**config.mk**
```make
export PLATFORM = sky130hd
export DESIGN_NAME = nibble_add_sequencer
export DESIGN_NICKNAME = d
export VERILOG_FILES = /design/src/rtl/nibble_add_seq_pkg.sv /design/src/rtl/nibble_rca4.sv /design/src/rtl/nibble_add_sequencer.sv
export SDC_FILE = /design/constraint.sdc
export NUM_CORES = 1
export LEC_CHECK = 0
export BUFFER_PORTS_ARGS = -buffer_cell sky130_fd_sc_hd__buf_2
export CAP_MARGIN = 20
export CELL_PAD_IN_SITES_DETAIL_PLACEMENT = 1
export CELL_PAD_IN_SITES_GLOBAL_PLACEMENT = 2
export CORE_MARGIN = 2
export CORE_UTILIZATION = 31
export DETAILED_ROUTE_END_ITERATION = 6
export PLACE_DENSITY_LB_ADDON = 0.1
export RECOVER_POWER = 50
export SETUP_SLACK_MARGIN = 0.15
export SLEW_MARGIN = 20
export SYNTH_ARGS = -nofsm -noshare
export SYNTH_HDL_FRONTEND = slang
export SYNTH_SLANG_ARGS = --single-unit
export TNS_END_PERCENT = 20
```
**constraint.sdc**
```tcl
create_clock -name clk -period 3.7 [get_ports clk]
set_input_delay 0 -clock clk [delete_from_list [all_inputs] [get_ports clk]]
set_output_delay 0 -clock clk [all_outputs]
set_load 0.01 [all_outputs]
```
**src/rtl/nibble_add_seq_pkg.sv**
```systemverilog
// Shared definitions for the nibble-serial adder: state encoding,
// slice width and the idx counter width helper.
package nibble_add_seq_pkg;

    localparam int NIBBLE_W = 4;

    typedef enum logic [1:0] {
        ST_IDLE = 2'd0,
        ST_RUN  = 2'd1,
        ST_DONE = 2'd2
    } state_t;

    // Bits needed to index every nibble of a WIDTH-bit operand (at least 1).
    function automatic int idx_w(input int width);
        int n;
        n = width / NIBBLE_W;
        return (n <= 1) ? 1 : $clog2(n);
    endfunction

endpackage

```
**src/rtl/nibble_rca4.sv**
```systemverilog
// 4-bit ripple-carry slice built from per-bit full adders; purely combinational.
module nibble_rca4 (
    input  logic [3:0] a,
    input  logic [3:0] b,
    input  logic       ci,
    output logic [3:0] s,
    output logic       co
);

    logic [4:0] c;

    assign c[0] = ci;

    // One full adder per bit, carry rippling LSB to MSB.
    for (genvar i = 0; i < 4; i++) begin : g_fa
        assign s[i]   = a[i] ^ b[i] ^ c[i];
        assign c[i+1] = (a[i] & b[i]) | (a[i] & c[i]) | (b[i] & c[i]);
    end

    assign co = c[4];

endmodule

```
**src/rtl/nibble_add_sequencer.sv**
```systemverilog
// Nibble-serial adder: one shared 4-bit slice, one nibble per clock, LSB first.
// Optional macro NIBBLE_ADD_SEQ_SUB_EN adds a 'sub' input for a-b.
// Handshakes: a transfer happens on a rising edge where valid & ready are both 1;
// start_ready is 1 only in IDLE, done_valid is 1 only in DONE, and sum/cout are
// held constant while done_valid is 1. state_o exposes the FSM state.
module nibble_add_sequencer
    import nibble_add_seq_pkg::*;
#(
    parameter int WIDTH = 16
) (
    input  logic             clk,
    input  logic             rst_n,
    input  logic             start_valid,
    output logic             start_ready,
    input  logic [WIDTH-1:0] a,
    input  logic [WIDTH-1:0] b,
    input  logic             cin,
`ifdef NIBBLE_ADD_SEQ_SUB_EN
    input  logic             sub,
`endif
    output logic             done_valid,
    input  logic             done_ready,
    output logic [WIDTH-1:0] sum,
    output logic             cout,
    output logic             busy,
    output logic [1:0]       state_o
);

    localparam int NIB = WIDTH / NIBBLE_W;
    localparam int IW  = idx_w(WIDTH);

    state_t            state_q, state_d;
    logic [WIDTH-1:0]  a_q, a_d;
    logic [WIDTH-1:0]  b_q, b_d;
    logic [WIDTH-1:0]  sum_q, sum_d;
    logic              carry_q, carry_d;
    logic              cout_q, cout_d;
    logic [IW-1:0]     idx_q, idx_d;

    logic [3:0]        slice_s;
    logic              slice_co;

    nibble_rca4 u_slice (
        .a  (a_q[idx_q*NIBBLE_W +: NIBBLE_W]),
        .b  (b_q[idx_q*NIBBLE_W +: NIBBLE_W]),
        .ci (carry_q),
        .s  (slice_s),
        .co (slice_co)
    );

    // Register all state; reset aborts any operation in flight.
    always_ff @(posedge clk) begin
        if (!rst_n) begin
            state_q <= ST_IDLE;
            a_q     <= '0;
            b_q     <= '0;
            sum_q   <= '0;
            carry_q <= 1'b0;
            cout_q  <= 1'b0;
            idx_q   <= '0;
        end else begin
            state_q <= state_d;
            a_q     <= a_d;
            b_q     <= b_d;
            sum_q   <= sum_d;
            carry_q <= carry_d;
            cout_q  <= cout_d;
            idx_q   <= idx_d;
        end
    end

    // Next-state: accept in IDLE, one nibble per cycle in RUN, hold in DONE.
    always_comb begin
        state_d = state_q;
        a_d     = a_q;
        b_d     = b_q;
        sum_d   = sum_q;
        carry_d = carry_q;
        cout_d  = cout_q;
        idx_d   = idx_q;
        case (state_q)
            ST_IDLE: begin
                if (start_valid) begin
                    a_d     = a;
`ifdef NIBBLE_ADD_SEQ_SUB_EN
                    // Subtract as a + ~b + 1.
                    b_d     = sub ? ~b : b;
                    carry_d = sub | cin;
`else
                    b_d     = b;
                    carry_d = cin;
`endif
                    idx_d   = '0;
                    sum_d   = '0;
                    state_d = ST_RUN;
                end
            end
            ST_RUN: begin
                sum_d[idx_q*NIBBLE_W +: NIBBLE_W] = slice_s;
                carry_d = slice_co;
                if (idx_q == IW'(NIB - 1)) begin
                    cout_d  = slice_co;
                    idx_d   = '0;
                    state_d = ST_DONE;
                end else begin
                    idx_d = idx_q + IW'(1);
                end
            end
            ST_DONE: begin
                if (done_ready) begin
                    state_d = ST_IDLE;
                end
            end
            default: begin
                state_d = ST_IDLE;
            end
        endcase
    end

    assign start_ready = (state_q == ST_IDLE);
    assign done_valid  = (state_q == ST_DONE);
    assign busy        = (state_q != ST_IDLE);
    assign sum         = sum_q;
    assign cout        = cout_q;
    assign state_o     = state_q;

endmodule

```
==> flow_metrics.py <==
metrics = {
    "layout": {
        "layout_common_cells": "87 x nand2_1, 54 x dfxtp_1, 37 x a21oi_1, 36 x buf_2, 33 x dlygate4sd3_1",
        "synthToLayoutAreaGrowth_pct": 31.7,
        "diodes": 0,
        "fin_nets": 397,
        "multi_input_area_sq_um": 1140,
        "final_common_cell": "nand2_1",
        "seq_area_sq_um": 1080,
        "fillers": 896,
        "drive_gt1_share_pct": 15.9,
    },
    "detailed_routing": {
        "firstDrtPassIters": 4,
        "drt-total-wl_microns": 6250,
        "drc_errors": 0,
        "viasPerCell": 4.69,
        "vias": 2115,
        "ant_nets": 0,
        "wl_per_cell_microns": 13.9,
        "first_iter_violations": 55,
    },
    "cts": {
        "postCtsSetupBuffers": 0,
        "clock_latency_ns": 0.32,
        "cts.path.max_buffers": 2,
        "clock_sinks": 54,
        "cts_tree": "done",
        "clk_pin_slew_worst_paths_ns": 0.10,
        "cts_root_buffer": "clkbuf_8",
        "numCtsBuffers": 5,
        "h-tree-depth": 2,
        "cts.repair.resized": 0,
    },
    "floorplanning": {
        "core.rowCount": 31,
        "die_h_microns": 91.3,
        "boundaryPins": 59,
        "start_util_pct": 32.2,
        "die-area_sq_um": 8340,
        "core_sq_um": 7330,
        "die_w_microns": 91.3,
    },
    "global_routing": {
        "grt_pass1_wl_microns": 10700,
        "grt_pass1_vias": 2188,
        "grt_start_max_net_pins": 38,
        "grt_overflow": 0,
        "grt_antenna_before_repair": 0,
        "track_usage_pct": 16.1,
    },
    "sta": {
        "min_period_ns": 3.07,
        "skew_ns": 0.0139,
        "fmax_mhz": 326,
        "fin_crit_sh_pct": 83.0,
        "timing.final.ws_setup_ns": 0.629,
        "finalMaxSlewViolations": 0,
        "tightest_slew_ns": 1.11,
        "fin_tns_setup_ns": 0,
        "rsz0062_at_grt": "false",
        "hold_viol": 0,
        "setup_viol": 0,
        "max_slew_margin_pct": 25.9,
    },
    "yosys": {
        "synth_ff_type": "dfxtp_1",
        "synthArstFlopShare_pct": 0,
        "synth_edf_count": 0,
        "synthTopCellsByArea": "dfxtp_1 46%, nand2_1 14%, a21oi_1 7.8%, mux4_2 7.6%, o22ai_1 4.5%",
        "netlist.area_leader.share_pct": 45.7,
        "syn_avg_cell_area_sq_um": 8.85,
        "synth_area_sq_um": 2360,
        "ys_ff_latch": 54,
        "synth_cells": 267,
        "synth_area_leader_cell": "dfxtp_1",
        "synth-seq-area-share_pct": 45.7,
        "syn_nets": 313,
        "synth_warnings": 0,
        "synth_cell_types": 29,
    },
    "power": {
        "ir_drop_mv": 0.142,
        "total_power_mw": 1.21,
        "power_density_nw_per_um2": 390,
        "power.leakage_nw": 1.19,
    },
    "setup_path": {
        "cp.required_ns": 3.91,
        "crit_arrival_ns": 3.28,
        "startpoint_type": "flop",
        "worstSetupPathType": "flop to flop",
        "crit_fanout": 10,
        "cp-end-kind": "flop",
    },
    "placement": {
        "numPortBuffers": 58,
        "dp_hpwl_microns": 4240,
        "place_ws_ns": 0.687,
        "gp_congestion": 0.758,
    },
    "flow_run": {
        "timing.max_cap.violations": 0,
    },
    "run_status": {
        "status": "finished, final reports clean",
    },
    "min_path": {
        "hp-class": "primary input to flop",
    },
}
## final timing paths
kind | startpoint | depth (start not counted) | slack (ns) | to
worst min-delay path | cin | 3 | 0.09 | carry_q$_SDFFE_PN0P_
worst min register to register | a_q[0]$_SDFFE_PN0P_ | 2 | 0.46 | a_q[0]$_SDFFE_PN0P_
worst max-delay path | idx_q[0]$_SDFFE_PN0P_ | 9 | 0.63 | sum[15]$_SDFFE_PN0P_
worst max register to register | idx_q[0]$_SDFFE_PN0P_ | 9 | 0.63 | sum[15]$_SDFFE_PN0P_
## sequential cells by signal, summed over array words and instances (netlist names)
signal,flops
a_q,16
b_q,16
carry_q,1
cout,1
idx_q,2
state_o,2
sum,16
## area by class of cell
class,instances,share of cell area [%]
Multi-Input combinational cell,183,36.5
Sequential cell,54,34.7
Timing Repair Buffer,93,19.5
Tap cell,99,3.98
Clock buffer,6,2.33
Inverter,14,1.69
Clock inverter,2,1.21
## per-stage QoR
stage | util [%] | hold slack, ns | area (sq um) | cells
2_1_floorplan | - | 0.136 | 2360 | 267
3_3_place_gp | 36.7 | 0.244 | 2690 | 409
3_5_place_dp | 36.7 | 0.247 | 2690 | 409
4_1_cts | 42.7 | 0.0825 | 3130 | 450
5_1_grt | 42.4 | 0.104 | 3110 | 451
6_report | 42.4 | 0.0915 | 3110 | 451
## critical path, stage by stage (launching register included)
cell      delay (ns)
dfxtp_1         0.52
clkbuf_1        0.50
mux4_2          0.33
inv_1           0.06
fa_1            0.46
fa_1            0.37
inv_1           0.07
fa_1            0.40
nand2_1         0.15
o22ai_1         0.10
## cells in the mapped netlist (2+ instances only)
cell and n:
nand3b_1 3, ha_1 5, mux4_2 8, inv_1 13, nand2_1 87, fa_1 4
dfxtp_1 54, o22ai_1 17, buf_6 3, buf_4 2, nor2_1 3, clkbuf_1 3
nor3b_2 3, nand2b_1 4, buf_2 8, a21oi_1 37
## kinds of logic after synthesis
| group | Yosys count | share of synthesized area (%) |
|---|---|---|
| adders and majority gates | 9 | 6.04 |
| buffers and inverters | 30 | 6.46 |
| muxes | 9 | 8.05 |
| and+or+nand+nor | 106 | 19.8 |
| DFF | 54 | 45.7 |
| AOI/OAI and AO/OA | 59 | 13.9 |
## power by group
group	internal (mW)	total (mW)	leakage (nW)	switching, mW
Sequential	0.607	0.628	0.441	0.0208
Combinational	0.0867	0.180	0.696	0.0937
Clock	0.202	0.406	0.0514	0.204
## what timing repair did
action                                  4_1_cts  5_1_grt
endpoints found under the setup margin        0        0
hold buffers                                 33        0
hold endpoints to repair                     33        0
## routing by layer
layer | share of wire (%) | global-route usage (%) | wire length (microns) | vias to the layer above
li1 | - | - | - | 1060
met5 | 0 | 0 | 0 | -
met4 | 1.9 | 6.57 | 116 | 0
met2 | 49 | 26.9 | 3060 | 39
met1 | 46 | 20.4 | 2880 | 1009
met3 | 3.1 | 3.24 | 192 | 7
Power figures use the tool's default switching activity.
